**config.mk**
```make
export PLATFORM = sky130hd
export DESIGN_NAME = pong_ball_engine
export DESIGN_NICKNAME = d
export VERILOG_FILES = /design/src/rtl/pong_ball_engine.sv
export SDC_FILE = /design/constraint.sdc
export NUM_CORES = 1
export LEC_CHECK = 0
export CAP_MARGIN = 0
export CELL_PAD_IN_SITES_DETAIL_PLACEMENT = 0
export CELL_PAD_IN_SITES_GLOBAL_PLACEMENT = 1
export CORE_MARGIN = 2
export CORE_UTILIZATION = 45
export DETAILED_ROUTE_END_ITERATION = 7
export PLACE_DENSITY_LB_ADDON = 0.1
export SLEW_MARGIN = 20
export SYNTH_ARGS = -nofsm -noshare
export SYNTH_HDL_FRONTEND = slang
export SYNTH_SLANG_ARGS = --single-unit
```
**constraint.sdc**
```tcl
create_clock -name clk -period 5.6 [get_ports clk]
set_clock_uncertainty 0.1 [all_clocks]
set_input_delay 1.4 -clock clk [delete_from_list [all_inputs] [get_ports clk]]
set_output_delay 1.4 -clock clk [all_outputs]
set_load 0.03 [all_outputs]
```
**src/rtl/pong_ball_engine.sv**
```systemverilog
// Ball dynamics for pong: single-clock step prescaler, wall/paddle/goal handling,
// scores, serve/play/goal/over sequencing and sound event generation.
module pong_ball_engine #(
  parameter int WIDTH_SCREEN  = 640,
  parameter int HEIGHT_SCREEN = 480,
  parameter int SIZE_BALL     = 10,
  parameter int SEPARATOR     = 20,
  parameter int WIDTH_PLAYER  = 12,
  parameter int HEIGHT_PLAYER = 90,
  parameter int POS_W         = 10,
  parameter int VX_INIT       = 1,
  parameter int VY_INIT       = 2,
  parameter int DELAY_INIT    = 16,
  parameter int DELAY_MIN     = 4,
  parameter int DELAY_MAX     = 24,
  parameter int SERVE_STEPS   = 64,
  parameter int WIN_SCORE     = 9,
  parameter int SOUND_LEN     = 1 << 20
) (
  input  logic             clk,
  input  logic             clr,
  input  logic [POS_W-1:0] pos_player1,
  input  logic [POS_W-1:0] pos_player2,
  input  logic             inc_vel,
  input  logic             dec_vel,
  output logic [POS_W-1:0] x_ball,
  output logic [POS_W-1:0] y_ball,
  output logic [3:0]       score1,
  output logic [3:0]       score2,
  output logic             game_over,
  output logic             sound_strobe,
  output logic [1:0]       code_sound,
  output logic             mute
);
  localparam int SW  = POS_W + 2;
  localparam int SCW = $clog2(SERVE_STEPS + 1);
  localparam int MW  = $clog2(SOUND_LEN + 1);

  localparam logic [POS_W-1:0] X_CTR = POS_W'((WIDTH_SCREEN - SIZE_BALL) / 2);
  localparam logic [POS_W-1:0] Y_CTR = POS_W'((HEIGHT_SCREEN - SIZE_BALL) / 2);
  localparam logic signed [SW-1:0] ZERO  = '0;
  localparam logic signed [SW-1:0] X_MAX = SW'(WIDTH_SCREEN - SIZE_BALL);
  localparam logic signed [SW-1:0] Y_MAX = SW'(HEIGHT_SCREEN - SIZE_BALL);
  localparam logic signed [SW-1:0] X_PL  = SW'(SEPARATOR + WIDTH_PLAYER);
  localparam logic signed [SW-1:0] X_PR  = SW'(WIDTH_SCREEN - SEPARATOR - WIDTH_PLAYER - SIZE_BALL);
  localparam logic signed [SW-1:0] BALL  = SW'(SIZE_BALL);
  localparam logic signed [SW-1:0] PH    = SW'(HEIGHT_PLAYER);
  localparam logic signed [SW-1:0] VX    = SW'(VX_INIT);
  localparam logic signed [SW-1:0] VY    = SW'(VY_INIT);
  localparam logic [4:0] D_INIT = 5'(DELAY_INIT);
  localparam logic [4:0] D_MIN  = 5'(DELAY_MIN);
  localparam logic [4:0] D_MAX  = 5'(DELAY_MAX);

  typedef enum logic [1:0] {SERVE, PLAY, GOAL, OVER} state_t;
  state_t state, state_nx;

  logic [31:0]          presc, mask;
  logic                 step;
  logic [4:0]           delay;
  logic                 inc_q, dec_q, inc_rise, dec_rise;
  logic                 vx_neg, vy_neg, vx_neg_nx, vy_neg_nx;
  logic [POS_W-1:0]     x_nx, y_nx;
  logic [3:0]           s1_nx, s2_nx;
  logic [SCW-1:0]       serve_cnt, serve_nx;
  logic                 ev;
  logic [1:0]           code_nx;
  logic [MW-1:0]        mute_cnt;
  logic signed [SW-1:0] xn, yn, p1, p2;
  logic                 hit_l, hit_r;

  // A step fires whenever the low `delay` bits of the free-running counter are all ones.
  assign mask     = (32'd1 << delay) - 32'd1;
  assign step     = (presc & mask) == mask;
  assign inc_rise = inc_vel & ~inc_q;
  assign dec_rise = dec_vel & ~dec_q;

  assign xn = $signed({2'b00, x_ball}) + (vx_neg ? -VX : VX);
  assign yn = $signed({2'b00, y_ball}) + (vy_neg ? -VY : VY);
  assign p1 = {2'b00, pos_player1};
  assign p2 = {2'b00, pos_player2};
  assign hit_l = vx_neg  && (xn <= X_PL) && (yn + BALL > p1) && (yn < p1 + PH);
  assign hit_r = !vx_neg && (xn >= X_PR) && (yn + BALL > p2) && (yn < p2 + PH);

  always_comb begin
    state_nx  = state;
    x_nx      = x_ball;
    y_nx      = y_ball;
    vx_neg_nx = vx_neg;
    vy_neg_nx = vy_neg;
    s1_nx     = score1;
    s2_nx     = score2;
    serve_nx  = serve_cnt;
    ev        = 1'b0;
    code_nx   = code_sound;
    if (step) begin
      unique case (state)
        SERVE: begin
          x_nx = X_CTR;
          y_nx = Y_CTR;
          serve_nx = serve_cnt + 1'b1;
          if (serve_cnt == SCW'(SERVE_STEPS - 1)) begin
            state_nx = PLAY;
            ev       = 1'b1;
            code_nx  = 2'b11;
          end
        end
        PLAY: begin
          x_nx = xn[POS_W-1:0];
          y_nx = yn[POS_W-1:0];
          if (yn <= ZERO) begin
            y_nx = '0;
            vy_neg_nx = ~vy_neg;
            ev = 1'b1;
            code_nx = 2'b10;
          end else if (yn >= Y_MAX) begin
            y_nx = Y_MAX[POS_W-1:0];
            vy_neg_nx = ~vy_neg;
            ev = 1'b1;
            code_nx = 2'b10;
          end
          // Later assignments override code_nx, giving go > pong > ping.
          if (hit_l || hit_r) begin
            x_nx = hit_l ? X_PL[POS_W-1:0] : X_PR[POS_W-1:0];
            vx_neg_nx = ~vx_neg;
            ev = 1'b1;
            code_nx = 2'b01;
          end else if (xn <= ZERO || xn >= X_MAX) begin
            // vx is left pointing at the conceding side, which is the next serve direction.
            if (xn <= ZERO) begin
              x_nx  = '0;
              s2_nx = score2 + 1'b1;
            end else begin
              x_nx  = X_MAX[POS_W-1:0];
              s1_nx = score1 + 1'b1;
            end
            ev = 1'b1;
            code_nx = 2'b11;
            state_nx = GOAL;
          end
        end
        GOAL: begin
          x_nx = X_CTR;
          y_nx = Y_CTR;
          if (score1 == 4'(WIN_SCORE) || score2 == 4'(WIN_SCORE)) state_nx = OVER;
          else begin
            state_nx = SERVE;
            serve_nx = '0;
          end
        end
        OVER: begin
          x_nx = X_CTR;
          y_nx = Y_CTR;
        end
        default: state_nx = SERVE;
      endcase
    end
  end

  always_ff @(posedge clk) begin
    if (clr) begin
      state        <= SERVE;
      presc        <= '0;
      delay        <= D_INIT;
      inc_q        <= 1'b0;
      dec_q        <= 1'b0;
      x_ball       <= X_CTR;
      y_ball       <= Y_CTR;
      vx_neg       <= 1'b0;
      vy_neg       <= 1'b0;
      score1       <= '0;
      score2       <= '0;
      serve_cnt    <= '0;
      game_over    <= 1'b0;
      sound_strobe <= 1'b0;
      code_sound   <= 2'b00;
      mute_cnt     <= '0;
      mute         <= 1'b1;
    end else begin
      state     <= state_nx;
      presc     <= presc + 32'd1;
      inc_q     <= inc_vel;
      dec_q     <= dec_vel;
      if (inc_rise && !dec_rise && delay > D_MIN) delay <= delay - 1'b1;
      else if (dec_rise && !inc_rise && delay < D_MAX) delay <= delay + 1'b1;
      x_ball       <= x_nx;
      y_ball       <= y_nx;
      vx_neg       <= vx_neg_nx;
      vy_neg       <= vy_neg_nx;
      score1       <= s1_nx;
      score2       <= s2_nx;
      serve_cnt    <= serve_nx;
      game_over    <= (state_nx == OVER);
      sound_strobe <= ev;
      code_sound   <= code_nx;
      if (ev) begin
        mute_cnt <= MW'(SOUND_LEN - 1);
        mute     <= 1'b0;
      end else begin
        if (mute_cnt != '0) mute_cnt <= mute_cnt - 1'b1;
        mute <= (mute_cnt == '0);
      end
    end
  end
endmodule
```
==> results of run 1 <==
[cell families (layout without fill, tap and decap cells)]
group	Yosys count	count (layout)	share of synthesized area, %
AO/OA/AOI/OAI	263	263	22.76
buffers and inverters	99	151	4.705
flip-flops	103	103	25.76
multiplexers	10	10	1.360
adder cells (fa/ha/maj)	78	78	12.44
XOR/XNOR	93	93	10.55
AND/OR/NAND/NOR	356	356	22.42
[worst min-delay path: stages, from the launching register on]
cell	delay, ps
sky130_fd_sc_hd__dfxtp_1	320
sky130_fd_sc_hd__nand4_1	60
sky130_fd_sc_hd__nor2b_1	40
[power by group]
part	internal, mW	total, mW	switching [mW]
sequential	0.805	0.884	0.0786
combinational	0.304	0.625	0.320
clock	0.354	0.659	0.304
total	1.46	2.17	0.703
[synth_stat cells (all sizes together), types with 5 or more instances]
library cell | count | area share, %
and2 | 13 | 1.0
o221ai | 5 | 0.63
or3 | 11 | 0.86
xor2 | 38 | 4.2
nor3b | 6 | 0.56
and3 | 16 | 1.3
o2111ai | 5 | 0.55
o21a | 12 | 1.1
nand3 | 26 | 1.6
nand2 | 65 | 3.1
nand2b | 18 | 1.4
buf | 9 | 0.48
nor2 | 103 | 4.8
xnor2 | 55 | 6.4
ha | 74 | 12
o211ai | 9 | 0.84
a21o | 23 | 2.2
o31ai | 8 | 0.75
dfxtp | 103 | 26
clkbuf | 32 | 1.5
a21oi | 56 | 3.5
nand4 | 17 | 1.3
a211oi | 11 | 1.1
a31oi | 26 | 2.2
mux2 | 7 | 0.98
inv | 57 | 2.7
nor2b | 17 | 1.3
a211o | 5 | 0.55
nor4 | 10 | 0.97
nor3 | 32 | 2.0
o21ai | 47 | 2.9
or4 | 9 | 0.89
a2bb2oi | 5 | 0.55
[routing by layer]
metal / wire (um) / part of all wire (%) / GRT usage [%]
met4: 162 / 0.80 / 3.895
met2: 8902 / 44 / 34.41
met5: 0 / 0 / 0
met3: 702 / 3.5 / 3.937
met1: 10580 / 52 / 32.16
[per-stage QoR]
step | cell area [um^2] | instances | hold slack [ps] | worst slack, ps
6_report | 9161 | 1279 | 357.5 | 593.1
2_1_floorplan | 8004 | 1002 | 325.1 | 971.7
3_5_place_dp | 8852 | 1263 | 347.6 | 195.8
4_1_cts | 9161 | 1279 | 362.5 | 539.8
3_3_place_gp | 8852 | 1263 | 348.1 | 262.7
5_1_grt | 9161 | 1279 | 388.5 | 317.1
[final cells by class]
cell class	count	area (um^2)
multi-input cells	800	5565
clock inverters	6	80.08
flip-flops and latches	103	2062
clock buffers	10	229.0
fillers	1693	8195
inverters	58	217.7
repair buffers	77	725.7
well taps	225	281.5
[path summary, 6_finish.rpt]
path / start / to / slack [ps] / cells after the start
worst max register to register: vy_neg / code_sound[1] / 760 / 16
worst min register to register: mute_cnt[20] / mute_cnt[20] / 360 / 2
worst min-delay path: mute_cnt[20] / mute_cnt[20] / 360 / 2
worst max-delay path: pos_player2[1] / mute_cnt[3] / 590 / 16
[sequential cells by signal, indices dropped and copies added (netlist names), 2 cells and up]
name,flops
score2,4
state,2
mute_cnt,21
y_ball,10
code_sound,2
serve_cnt,7
delay,5
x_ball,10
score1,4
presc,31
==> out/metrics.csv, run 1 <==
stage,metric,value,unit
clocking,clock latency reported for the late side of the worst-skew pair,360,ps
drt,routed len/inst,15.91,um
clocking,clock slew at the register clock pins of the worst setup and hold paths,80,ps
pwr,cell area power density,236.6,mW/mm^2
global_routing,total grt overflow,0,
placed_design,Final Wtd Congestion,0.8207,
layout,number of antenna cells inserted,0,
sta,share of the clock period used by the worst path after layout,89.41,%
critical_path,sequence of cells on the critical path,"clkdlybuf4s50_1, ha_1, or3_1, a21oi_1, xnor2_1, ha_1, a211oi_1, a31oi_1, a2111oi_0, buf_4, mux2i_1, a2111oi_4, or3b_1, o21ai_1, buf_12, a31oi_1",
pwr,peak supply drop,0.2427,mV
drt,number of design rule violations left after detail routing,0,
clocking,master cell of the clock root buffer,sky130_fd_sc_hd__clkbuf_16,
drt,via density per instance,5.621,
sta,actual slew at the worst max-slew pin,741.0,ps
yosys,number of distinct library cell variants in the gate-level netlist after synthesis,84,
die,Std-Cell Core Area,0.01736,mm^2
clocking,H-tree levels,3,
drt,via count,7189,
yosys,Post-synth ARST share,0,%
yosys,main flop type after synthesis,sky130_fd_sc_hd__dfxtp_1,
sta,crit path time final,5007,ps
clocking,largest buffer count on any clock path,2,
clocking,CTS Hold Bufs,0,
die,number of ports placed on the die boundary,57,
sta,final number of setup-violating endpoints,0,
yosys,proportion of synthesized chip area in sequential cells,25.76,%
clocking,total CTS buffers,9,
yosys,count of yosys warnings during synthesis,0,
min_path,min-delay worst type,reg -> reg,
global_routing,aggregate global-route resource usage,22.10,%
critical_path,biggest fanout along the worst timing path,21,
die,die outline width,137.4,um
sta,max-slew violation total from the final report,0,
critical_path,CP max stage cell,sky130_fd_sc_hd__clkdlybuf4s50_1,
sta,setup_tns,0,ps
critical_path,critical setup path kind,in -> reg,
die,die area,0.01887,mm^2
clocking,number of clock sinks seen by CTS,103,
clocking,Resized cells post-CTS,0,
yosys,Mapped Avg Cell Area,7.988,um^2
layout,utilization of the core after routing,52.78,%
drt,Iteration-0 DRC Markers,539,
placed_design,port buffer count,56,
pwr,Total Power,2.167,mW
placed_design,placed wire-length estimate,15.13,mm
clocking,number of setup buffers added after CTS,0,
pwr,LEAKAGE,3.734,nW
sta,"Hold Violations, Final",0,
layout,layout overhead on the synthesized area,14.46,%
run,max-cap check violation count,0,
critical_path,Critical Path End Type,flop,
critical_path,"Req. time, crit path",5770,ps
yosys,Netlist Area Pre-Place,0.008004,mm^2
global_routing,first-pass GRT wire length,33.44,mm
critical_path,worst endpoint data arrival time,5180,ps
die,number of rows created at floorplan,48,
die,die outline height,137.4,um
critical_path,highest cell delay on the worst timing path,470,ps
yosys,Post-Syn Instances,1002,
yosys,Yosys reg bits,103,
sta,Max-Slew Margin vs Limit,50.48,%
global_routing,vias in the first global route,6642,
sta,maximum clock rate,0.1997,GHz
status,run status,completed,
sta,RSZ-0062 raised after global routing,no,
yosys,Post-synth EDFFs,0,
critical_path,total buffers and inverters traversed by the critical path,3,
global_routing,pin count of the biggest net entering global routing,55,
layout,net total in the final layout,1150,
global_routing,initial antenna violation count,0,
drt,DRT Wirelength,20.35,mm
layout,layout cell share with drive strength beyond 1,5.693,%
drt,iteration count of the initial detailed-routing pass,4,
drt,"antenna viol nets, final",0,
die,starting density of the core,46.11,%
layout,most frequent cells in the layout,"sky130_fd_sc_hd__nor2_1, sky130_fd_sc_hd__dfxtp_1, sky130_fd_sc_hd__ha_1",
critical_path,cell family with the largest share of critical-path delay,compound AO/OA/AOI/OAI gates,
critical_path,startpoint type of the worst setup path,input port,
clocking,TritonCTS clock tree,done,
yosys,nets in the synthesized netlist,1103,
(Power assumes the default switching activity.)
==> run 2, diff against run 1 <==
==> constraint.sdc (replaced) <==
create_clock -name clk -period 6.45 [get_ports clk]
set_clock_uncertainty 0.1 [all_clocks]
set_input_delay 1.6125 -clock clk [delete_from_list [all_inputs] [get_ports clk]]
set_output_delay 1.6125 -clock clk [all_outputs]
set_load 0.03 [all_outputs]
==> out/metrics.csv, run 2 (synthesis gave the netlist of run 1 again) <==
stage,metric,value,unit,change
status,run status,completed,,
layout,utilization of the core after routing,52.36,%,-0.43 points
critical_path,destination of the worst register-to-register timing path,code_sound[1],,
critical_path,startpoint of the most critical setup path,pos_player2[1],,
global_routing,vias in the first global route,6647,,+0.075%
drt,iteration count of the initial detailed-routing pass,5,,+1
critical_path,Critical Path End Type,flop,,
die,die outline height,137.4,um,unchanged
critical_path,logic depth of the worst setup path including buffers,14,,-2
sta,setup_tns,0,ps,unchanged
global_routing,aggregate global-route resource usage,22.08,%,about the same
critical_path,capture point of the worst path,score1[1],,
drt,via count,7145,,-0.61%
critical_path,worst endpoint data arrival time,5570,ps,+390 ps
clocking,clock slew at the register clock pins of the worst setup and hold paths,70,ps,about the same
clocking,total CTS buffers,9,,unchanged
sta,actual slew at the worst max-slew pin,936.4,ps,+195.4 ps
drt,DRT Wirelength,20.21,mm,-0.66%
clocking,master cell of the clock root buffer,sky130_fd_sc_hd__clkbuf_16,,
sta,"Hold Violations, Final",0,,unchanged
layout,Top Registers,"presc x31, mute_cnt x21",,
layout,number of antenna cells inserted,0,,unchanged
drt,met1 routed wirelength after detailed routing,10.54,mm,-0.32%
placed_design,placed wire-length estimate,14.77,mm,-2.4%
pwr,LEAKAGE,3.691,nW,-1.2%
critical_path,critical setup path kind,in -> reg,,
min_path,min-delay worst type,reg -> reg,,
layout,register with the most flip-flops,presc,,
sta,worst path setup slack after routing,1034,ps,+441.4 ps
sta,max-slew violation total from the final report,0,,unchanged
layout,layout overhead on the synthesized area,13.54,%,
placed_design,port buffer count,56,,unchanged
global_routing,pin count of the biggest net entering global routing,87,,+58%
clocking,number of clock sinks seen by CTS,103,,unchanged
critical_path,total buffers and inverters traversed by the critical path,2,,-1
pwr,peak supply drop,0.2858,mV,+18%
global_routing,initial antenna violation count,0,,unchanged
drt,via density per instance,5.626,,about the same
drt,"antenna viol nets, final",0,,unchanged
critical_path,CP max stage cell,sky130_fd_sc_hd__a2111oi_0,,
sta,final number of setup-violating endpoints,0,,unchanged
die,starting density of the core,46.11,%,unchanged
global_routing,first-pass GRT wire length,33.45,mm,about the same
die,number of rows created at floorplan,48,,unchanged
critical_path,cell depth of the worst flop-to-flop path,15,,-1
die,die outline width,137.4,um,unchanged
global_routing,total grt overflow,0,,unchanged
critical_path,reg-to-reg setup timing slack,1110,ps,+350 ps
clocking,CTS Hold Bufs,0,,unchanged
critical_path,cell family with the largest share of critical-path delay,compound AO/OA/AOI/OAI gates,,
critical_path,highest cell delay on the worst timing path,610,ps,+140 ps
placed_design,setup slack after placement,636.3,ps,+440.5 ps
drt,number of design rule violations left after detail routing,0,,unchanged
critical_path,sequence of cells on the critical path,"clkdlybuf4s50_1, ha_1, or3_1, a21oi_1, xnor2_1, ha_1, a211oi_1, a31oi_1, a2111oi_0, mux2i_1, a2111oi_4, buf_4, nor3_1, mux2_1",,
clocking,Resized cells post-CTS,0,,unchanged
drt,met2 WL,8.862,mm,-0.45%
layout,Largest register FFs,31,,unchanged
sta,RSZ-0062 raised after global routing,no,,
critical_path,startpoint of the lowest-slack register-to-register path,vy_neg,,
clocking,TritonCTS clock tree,done,,
clocking,largest buffer count on any clock path,2,,unchanged
clocking,number of setup buffers added after CTS,0,,unchanged
layout,most frequent cells in the layout,"sky130_fd_sc_hd__nor2_1, sky130_fd_sc_hd__dfxtp_1, sky130_fd_sc_hd__ha_1",,
placed_design,Final Wtd Congestion,0.8303,,+1.2%
layout,layout cell share with drive strength beyond 1,4.976,%,-0.72 points
die,number of ports placed on the die boundary,57,,unchanged
run,max-cap check violation count,0,,unchanged
die,Std-Cell Core Area,0.01736,mm^2,unchanged
die,die area,0.01887,mm^2,unchanged
sta,maximum clock rate,0.1847,GHz,
drt,routed len/inst,15.91,um,about the same
sta,share of the clock period used by the worst path after layout,83.96,%,
drt,topmost layer with routed signal wires,met4,,
critical_path,"Req. time, crit path",6600,ps,+830 ps
clocking,clock latency reported for the late side of the worst-skew pair,360,ps,about the same
critical_path,biggest fanout along the worst timing path,16,,-24%
drt,met3 routed wirelength,623,um,-11%
critical_path,startpoint type of the worst setup path,input port,,
layout,net total in the final layout,1141,,-0.78%
clocking,H-tree levels,3,,unchanged
pwr,cell area power density,207.2,mW/mm^2,-12%
sta,crit path time final,5416,ps,
drt,Iteration-0 DRC Markers,509,,-5.6%
critical_path,cell repeated most along the worst path,sky130_fd_sc_hd__ha_1,,
sta,Max-Slew Margin vs Limit,37.57,%,-13 points
[run 2: per-layer routing]
metal  global-route usage, %  up-vias
met3                   3.422       13
met1                   32.45     3329
met4                   4.238        0
met2                   34.22       98
met5                       0        -
li1                        -     3705
[run 2: through the flow]
| stage | cell area [um^2] | power [mW] | cells | hold slack (ps) |
|---|---|---|---|---|
| floorplan | 8004 | 1.205 | 1002 | 325.1 |
| global placement | 8772 | 1.317 | 1254 | 333.7 |
| detailed placement | 8772 | 1.313 | 1254 | 338.6 |
| CTS | 9087 | 1.900 | 1270 | 349.7 |
| global route | 9087 | 2.012 | 1270 | 367.6 |
| finish | 9087 | 1.883 | 1270 | 346.2 |
[run 2: how the worst min path moves through the flow]
stage | from | endpoint | slack [ps] | cells past startpoint
floorplan | mute_cnt[20] | mute_cnt[20] | 330 | 2
global placement | mute_cnt[20] | mute_cnt[20] | 330 | 2
detailed placement | mute_cnt[20] | mute_cnt[20] | 340 | 2
CTS | mute_cnt[20] | mute_cnt[20] | 350 | 2
global route | mute_cnt[20] | mute_cnt[20] | 370 | 2
finish | mute_cnt[20] | mute_cnt[20] | 350 | 2
[run 2: tightest hold or removal path, stage by stage, from the launching register on]
cell	delay (ps)
sky130_fd_sc_hd__dfxtp_1	310
sky130_fd_sc_hd__nand4_1	60
sky130_fd_sc_hd__nor2b_1	40
[run 2: where the power goes]
part | switching, mW | internal [mW]
logic | 0.275 | 0.259
registers | 0.0694 | 0.699
clock network | 0.263 | 0.317
[run 2: cell type report]
cell class	instances	area [um^2]
clock buffers	10	239.0
clock inverters	6	76.32
fillers	1726	8269
inverters	58	217.7
multi-input cells	800	5565
flip-flops and latches	103	2062
well taps	225	281.5
repair buffers	68	645.6
